## config.mk

```make
export PLATFORM = sky130hd
export DESIGN_NAME = countdown_ctrl
export DESIGN_NICKNAME = d
export VERILOG_FILES = /design/src/rtl/countdown_ctrl_pkg.sv /design/src/rtl/countdown_ctrl_tick_prescaler.sv /design/src/rtl/countdown_ctrl.sv
export SDC_FILE = /design/constraint.sdc
export NUM_CORES = 1
export LEC_CHECK = 0
export BUFFER_PORTS_ARGS = -buffer_cell sky130_fd_sc_hd__buf_2
export CAP_MARGIN = 20
export CORE_MARGIN = 1
export CORE_UTILIZATION = 44
export CTS_BUF_LIST = sky130_fd_sc_hd__clkbuf_8
export CTS_CLUSTER_DIAMETER = 200
export DETAILED_ROUTE_END_ITERATION = 16
export PLACE_DENSITY = 0.87
export SETUP_SLACK_MARGIN = 0.1
export SYNTH_ARGS = -nofsm -noshare
export SYNTH_HDL_FRONTEND = slang
export SYNTH_SLANG_ARGS = --single-unit
```

## constraint.sdc

```tcl
create_clock -name CP -period 1.5 [get_ports CP]
set_input_delay 0.15 -clock CP [delete_from_list [all_inputs] [get_ports CP]]
set_output_delay 0.15 -clock CP [all_outputs]
set_load 0.02 [all_outputs]
```

## src/rtl/countdown_ctrl_pkg.sv

```systemverilog
// Shared encodings for the countdown sequencing controller and its prescaler.
// Optional TC/load cross-check is enabled in the top with COUNTDOWN_TC_CHECK_EN.
package countdown_ctrl_pkg;

    localparam int STATE_W = 3;

    typedef enum logic [STATE_W-1:0] {
        ST_IDLE  = 3'd0,
        ST_LOAD  = 3'd1,
        ST_RUN   = 3'd2,
        ST_PAUSE = 3'd3,
        ST_DONE  = 3'd4
    } state_e;

    typedef enum logic {
        MODE_ONESHOT = 1'b0,
        MODE_RELOAD  = 1'b1
    } mode_e;

    function automatic logic is_busy(input state_e s);
        return (s == ST_LOAD) || (s == ST_RUN) || (s == ST_PAUSE);
    endfunction

endpackage

```

## src/rtl/countdown_ctrl_tick_prescaler.sv

```systemverilog
// Modulo-PRESCALE up-counter; tick marks the last CP cycle of each counter tick.
// clr restarts the phase, hold freezes it (used while paused).
module countdown_ctrl_tick_prescaler #(
    parameter int PRESCALE = 1
) (
    input  logic clk_i,
    input  logic rst_i,
    input  logic clr_i,
    input  logic hold_i,
    output logic tick_o
);

    localparam int CNT_W = (PRESCALE > 1) ? $clog2(PRESCALE) : 1;
    localparam logic [CNT_W-1:0] LAST = CNT_W'(PRESCALE - 1);

    logic [CNT_W-1:0] cnt_q;
    logic [CNT_W-1:0] cnt_d;

    always_comb begin
        cnt_d = cnt_q;
        if (clr_i) begin
            cnt_d = '0;
        end else if (hold_i) begin
            cnt_d = cnt_q;
        end else if (cnt_q == LAST) begin
            cnt_d = '0;
        end else begin
            cnt_d = cnt_q + CNT_W'(1);
        end
    end

    always_ff @(posedge clk_i) begin
        if (rst_i) begin
            cnt_q <= '0;
        end else begin
            cnt_q <= cnt_d;
        end
    end

    assign tick_o = (cnt_q == LAST);

endmodule

```

## src/rtl/countdown_ctrl.sv

```systemverilog
// Countdown timer sequencer driving a 4-bit loadable down counter (load, CEP/CET, data).
// Define COUNTDOWN_TC_CHECK_EN to enable the sticky err cross-check of TC and loaded value.
module countdown_ctrl
    import countdown_ctrl_pkg::*;
#(
    parameter int PRESCALE  = 1,
    parameter int EXP_CNT_W = 8
) (
    input  logic                 CP,
    input  logic                 CR,
    input  logic                 start,
    input  logic                 stop,
    input  logic                 pause,
    input  logic                 reload,
    input  logic [3:0]           period,
    input  logic [3:0]           cnt_q,
    input  logic                 cnt_tc,
    output logic                 cnt_pe_n,
    output logic                 cnt_cep,
    output logic                 cnt_cet,
    output logic [3:0]           cnt_d,
    output logic                 busy,
    output logic                 expire,
    output logic [EXP_CNT_W-1:0] exp_count,
    output logic                 err
);

    state_e                 state_q, state_d;
    mode_e                  mode_q, mode_d;
    logic [3:0]             load_val_q, load_val_d;
    logic                   busy_q;
    logic                   expire_q;
    logic [EXP_CNT_W-1:0]   exp_count_q;
    logic                   tick_s;
    logic                   term_s;
    logic                   expiry_s;
    logic                   presc_clr_s;
    logic                   presc_hold_s;

    assign presc_clr_s  = (state_q == ST_LOAD);
    assign presc_hold_s = (state_q != ST_RUN);

    countdown_ctrl_tick_prescaler #(.PRESCALE(PRESCALE)) u_prescaler (
        .clk_i  (CP),
        .rst_i  (CR),
        .clr_i  (presc_clr_s),
        .hold_i (presc_hold_s),
        .tick_o (tick_s)
    );

    assign term_s   = (state_q == ST_RUN) && tick_s && (cnt_q == 4'd0);
    assign expiry_s = term_s && !stop;

    always_ff @(posedge CP) begin
        if (CR) begin
            state_q <= ST_IDLE;
        end else begin
            state_q <= state_d;
        end
    end

    // stop beats start beats pause; a one-shot terminal tick ends in DONE
    always_comb begin
        state_d    = state_q;
        mode_d     = mode_q;
        load_val_d = load_val_q;
        if (stop) begin
            state_d = ST_IDLE;
        end else if (start) begin
            state_d    = ST_LOAD;
            mode_d     = reload ? MODE_RELOAD : MODE_ONESHOT;
            load_val_d = period;
        end else begin
            case (state_q)
                ST_IDLE:  state_d = ST_IDLE;
                ST_LOAD:  state_d = ST_RUN;
                ST_RUN: begin
                    if (term_s && (mode_q == MODE_ONESHOT)) begin
                        state_d = ST_DONE;
                    end else if (pause) begin
                        state_d = ST_PAUSE;
                    end else begin
                        state_d = ST_RUN;
                    end
                end
                ST_PAUSE: state_d = pause ? ST_PAUSE : ST_RUN;
                ST_DONE:  state_d = ST_DONE;
                default:  state_d = ST_IDLE;
            endcase
        end
    end

    // Counter strobes; a reload load overrides the count so Q never wraps through 1111
    always_comb begin
        cnt_pe_n = 1'b1;
        cnt_cep  = 1'b0;
        cnt_cet  = 1'b0;
        if (CR || stop) begin
            cnt_pe_n = 1'b1;
        end else begin
            case (state_q)
                ST_LOAD: cnt_pe_n = 1'b0;
                ST_RUN: begin
                    cnt_cet = 1'b1;
                    cnt_cep = tick_s;
                    if (term_s && (mode_q == MODE_RELOAD)) begin
                        cnt_pe_n = 1'b0;
                    end else if (term_s) begin
                        cnt_cep = 1'b0;
                    end else begin
                        cnt_pe_n = 1'b1;
                    end
                end
                default: cnt_pe_n = 1'b1;
            endcase
        end
    end

    always_ff @(posedge CP) begin
        if (CR) begin
            mode_q      <= MODE_ONESHOT;
            load_val_q  <= 4'd0;
            busy_q      <= 1'b0;
            expire_q    <= 1'b0;
            exp_count_q <= '0;
        end else begin
            mode_q     <= mode_d;
            load_val_q <= load_val_d;
            busy_q     <= is_busy(state_d);
            expire_q   <= expiry_s;
            if (expiry_s && (exp_count_q != {EXP_CNT_W{1'b1}})) begin
                exp_count_q <= exp_count_q + EXP_CNT_W'(1);
            end
        end
    end

    assign cnt_d     = load_val_q;
    assign busy      = busy_q;
    assign expire    = expire_q;
    assign exp_count = exp_count_q;

`ifdef COUNTDOWN_TC_CHECK_EN
    logic err_q;
    logic first_run_q;

    // TC in RUN means the counter wrapped; first RUN cycle must show the loaded value
    always_ff @(posedge CP) begin
        if (CR) begin
            err_q       <= 1'b0;
            first_run_q <= 1'b0;
        end else begin
            first_run_q <= (state_q == ST_LOAD) && (state_d == ST_RUN);
            if ((state_q == ST_RUN) && (cnt_tc || (first_run_q && (cnt_q != load_val_q)))) begin
                err_q <= 1'b1;
            end
        end
    end

    assign err = err_q;
`else
    logic unused_tc;
    assign unused_tc = cnt_tc;
    assign err       = 1'b0;
`endif

endmodule

```

== Word-level counts from Yosys, hierarchy flattened ==
Cells that the tools add are included.
Operators by class
  add/sub/neg operators: 2
  multiplexer cells: 16
  reductions and logical operators: 13
  eq/ne operators: 9
  bitwise gates (word level): 3
Operators by type and width (count)
  3-bit by 2-bit equality test with 1-bit output (second input constant): 4
  3-bit case mux with 4 select lines: 1
  1-bit 2-to-1 mux: 11
  3-bit 2-to-1 mux: 3
  8-bit by 1-bit adder with 8-bit output (second input constant): 1
  8-bit != test (second input constant): 1
  3-bit by 1-bit equality test with 1-bit output (second input constant): 2
  1-bit logical AND: 6
  4-bit zero test: 1
  3-bit equality test (second input constant): 1
  1-bit logical OR: 3
  3-bit by 2-bit != test with 1-bit output (second input constant): 1
  1-bit inverter: 3
  1-bit case mux with 2 select lines: 1
  2-bit AND reduction: 1
  2-bit OR reduction: 1
  1-bit adder (second input constant): 1
  1-bit zero test: 1
Word-level totals
  output and inout port bits: 18
  register bits after elaboration: 19
  word-level logic and storage cells: 50

== Longest topological paths before layout ==
  word-level depth: 11
  gate-level depth with buffers: 5
  mapped depth without buffers: 5

== Hierarchy ==
From an unflattened synthesis, not the netlist that was laid out.
Unflattened totals
  cell total of the unflattened synthesis: 97
  area total of the unflattened synthesis: 854.6 µm²
Modules (own cells, without submodules)
  countdown_ctrl: cells each 95, seq. area each 360.3 µm², instances 1, area an instance 843.3 µm²
  countdown_ctrl_tick_prescaler: cells each 2, seq. area each 0.0 µm², instances 1, area an instance 11.3 µm²

== Least setup slack after synthesis ==
OpenSTA, ideal clock, no wires.
  path kind: reg-to-reg
  start: reg exp_count_q[0], in the netlist exp_count[0]
  end: reg exp_count_q[2], in the netlist exp_count[2]
  cell stages (with the launch flop): 6
  slack: -0.126 ns
  data required time: 1.429 ns
  data arrival time: 1.555 ns
  buffers on the path: 1
  clock period less this slack: 1.626 ns
  cell sequence: dfxtp_1 ha_1 and4_1 clkbuf_1 or4_1 a21oi_1
On the way
  cells in the longest elaborated chain, start to end: 2
Ends and longest elaborated chain
  from (decl): line countdown_ctrl.sv:33  | logic [EXP_CNT_W-1:0] exp_count_q;
  from (signal assigned): line countdown_ctrl.sv:132  | exp_count_q <= exp_count_q + EXP_CNT_W'(1);
  parallel branches: the longest is 2 deep, another holds 8-bit by 1-bit adder with 8-bit output
Parallel ways; which one is timed is not known.
A chain may end at the register's enable or synchronous reset.

== Final worst setup path ==
  start: reg state_q[0]
  end: reg exp_count_q[1], in the netlist exp_count[1]
On the way
  cells in the longest elaborated chain, start to end: 5
Ends and longest elaborated chain
  from (decl): line countdown_ctrl.sv:28  | state_e state_q, state_d;
  from (signal assigned): line countdown_ctrl.sv:58  | state_q <= state_d;
  3-bit by 2-bit equality test with 1-bit output: line countdown_ctrl.sv:51  | assign term_s = (state_q == ST_RUN) && tick_s && (cnt_q == 4'd0);
  1-bit logical AND (2 in series): line countdown_ctrl.sv:51
  1-bit logical AND: line countdown_ctrl.sv:52  | assign expiry_s = term_s && !stop;
  1-bit logical AND: line countdown_ctrl.sv:131  | if (expiry_s && (exp_count_q != {EXP_CNT_W{1'b1}})) begin
Every way passes these cells.

==> run summary <==
Layout Cells excl Fill = 172
Area of the multi-input gates = 578 sq um
Pin count of the biggest net entering global routing = 18
Number of synthesized flops with an enable pin = 0
Remaining DRCs = 0
Peak VDD IR = 782 uV
WL per Instance = 17.1 um
Synthesized Nets = 113
P_int = 706 uW
Die area = 2100 sq um
Post-DR vias/cell = 5.81
Initial Util = 47.9%
Slew Limit Fails = 0
Vias in the first global route = 919
Inst Count DP = 162
Clock Path Buffers = 2
Final min period = 1.68 ns
Clk pwr share = 37.4%
Hold Crit Class = input pin to register
Port bufs = 30
Comb power frac = 10.2%
GP Congestion = 0.788
GRT Util Overall = 29.3%
PnR worst setup slack = -0.181 ns
Fill count = 122
Most common flop cell mapped by yosys = dfxtp_1
Yosys cell types = 32
CP required = 1.68 ns
P_sw = 230 uW
Post-route cell area = 1370 sq um
Core area = 1760 sq um
Final setup TNS = -0.772 ns
Fin. Hold Viols = 0
Diode count = 0
Period utilisation layout = 112%
Synth warnings = 0
Failing checks = negative setup slack
Pwr Total = 936 uW
Clock skew = 0.00693 ns
Seq/Total Area, Yosys = 42.6%
Mapped Avg Cell Area = 8.72 sq um
Clk pin slew, worst setup/hold paths = 0.07 ns
Crit-path max FO = 8
Most frequent cells in the layout = buf_2 (27), buf_4 (22), dfxtp_1 (10)
Drt pass-1 iters = 4
Crit end category = register
Synth-to-Final Area Change = 61.4%
Sw Share = 24.6%
CTS H-tree depth = 1
Vias post-DR = 1000
Outcome = finished with violations
Clk Latency, worst-skew pair = 0.26 ns
Initial DRC count = 26
WS Path Type = register to register
Grt ovf = 0
Power per Cell Area = 686 nW/um^2
Ys async rst share = 0%
Die width = 45.8 um
First-pass GRT wire length = 4130 um
Detailed placement HPWL = 1590 um
Hold slack final = 0.112 ns
Number of synthesized register bits = 18
Initial antenna violation count = 0
Post-DRT Antenna Nets = 0
Synthesized area = 846 sq um
Nets@finish = 164
Chip height = 45.8 um
F_max = 0.595 GHz
Layout cell share with drive strength beyond 1 = 57.1%
Cells after Synth = 97
Hold buffer count at CTS = 0
Num CTS Buffers = 3
CTS tree = built
Part of the power in registers = 52.5%
WL final = 2940 um
Total area of sequential cells = 373 sq um
RSZ-0062 raised after global routing = yes
Pleak = 0.597 nW
Row count = 15
Dpl cell area = 1140 sq um
CTS sink cnt = 18
Most common cell after layout, fill and taps aside = buf_2
Max-Cap Viols = 0
Critical path data arrival time = 1.86 ns
Finish-stage setup viols = 9
Critical Path Source Type = register
Io pins = 33
Root Driver = clkbuf_8
## Yosys cell counts (2+ instances only)
library cell / n / share of area (%)
o31ai_1: 4 / 3.6
nor3_1: 4 / 2.4
o21ai_0: 8 / 4.7
nand4_1: 3 / 2.2
or4_1: 4 / 3.6
inv_1: 4 / 1.8
clkbuf_1: 3 / 1.3
a21oi_1: 7 / 4.1
nand2_1: 7 / 3.1
nor2_1: 9 / 4.0
and4_1: 2 / 2.1
nor2b_1: 2 / 1.5
dfxtp_1: 18 / 43
mux2i_1: 4 / 4.7
## metal layers
| metal | global-route usage, % | vias to the layer above | wire length, um |
|---|---|---|---|
| met5 | 0 | - | 0 |
| met4 | 21.8 | 0 | 140 |
| met3 | 5.95 | 14 | 146 |
| met2 | 46.8 | 46 | 1460 |
| met1 | 34.1 | 484 | 1190 |
| li1 | - | 456 | - |
## cell families after synthesis
| logic type | count (synthesis) | synth area share (%) |
|---|---|---|
| DFF | 18 | 42.6 |
| and+or+nand+nor | 40 | 28.7 |
| muxes | 4 | 4.73 |
| other | 1 | 0.443 |
| buffers and inverters | 9 | 4.58 |
| AOI/OAI and AO/OA | 24 | 17.5 |
| adders and majority gates | 1 | 1.48 |
## worst max-delay path, cell delays in order, from the launching register on
cell	delay, ns
dfxtp_2	0.33
nor4b_4	0.27
buf_4	0.17
nand3b_4	0.13
buf_6	0.18
or3b_1	0.36
a21oi_1	0.16
## path summary, 6_finish.rpt
path / from / to / slack (ns) / depth (start not counted)
setup / recovery: state_q[0] / exp_count[1] / -0.18 / 6
hold reg to reg: cnt_d[2] / cnt_d[2] / 0.50 / 2
setup reg to reg: state_q[0] / exp_count[1] / -0.18 / 6
hold / removal: start / state_q[1] / 0.11 / 2
## metrics by stage
step / worst slack (ns) / util [%]
final: -0.181 / 77.4
after global routing: -0.223 / 77.4
after CTS: -0.0951 / 72.0
after detailed placement: -0.0510 / 64.6
after global placement: -0.000336 / 64.6
after floorplan: -0.00615 / -
## flip-flops by register name (all words and copies together), names as in the netlist
signal,flops
state_q,3
busy,1
mode_q,1
cnt_d,4
exp_count,8
expire,1
## final cells by class
cell class	instances	share of cell area, %
Multi-Input combinational cell	70	42.3
Inverter	4	1.10
Sequential cell	18	27.3
Clock buffer	3	3.02
Tap cell	25	2.29
Timing Repair Buffer	51	23.6
Clock inverter	1	0.275
## power by group through the flow
stage | registers, mW | clock network (mW) | logic, mW
2_1_floorplan | 0.510 | 0 | 0.0370
3_3_place_gp | 0.501 | 0 | 0.0808
3_5_place_dp | 0.502 | 0 | 0.0845
4_1_cts | 0.491 | 0.351 | 0.0895
5_1_grt | 0.492 | 0.386 | 0.103
6_report | 0.491 | 0.350 | 0.0952
## repair_timing
item / CTS / global route
buffers inserted: 5 / 1
cloned: 0 / 0
endpoints found under the setup margin: 14 / 12
pin swaps: 2 / 4
resized for setup: 14 / 19
hold endpoints to repair: 0 / 0
No activity file was read; power rests on OpenSTA's default activity.
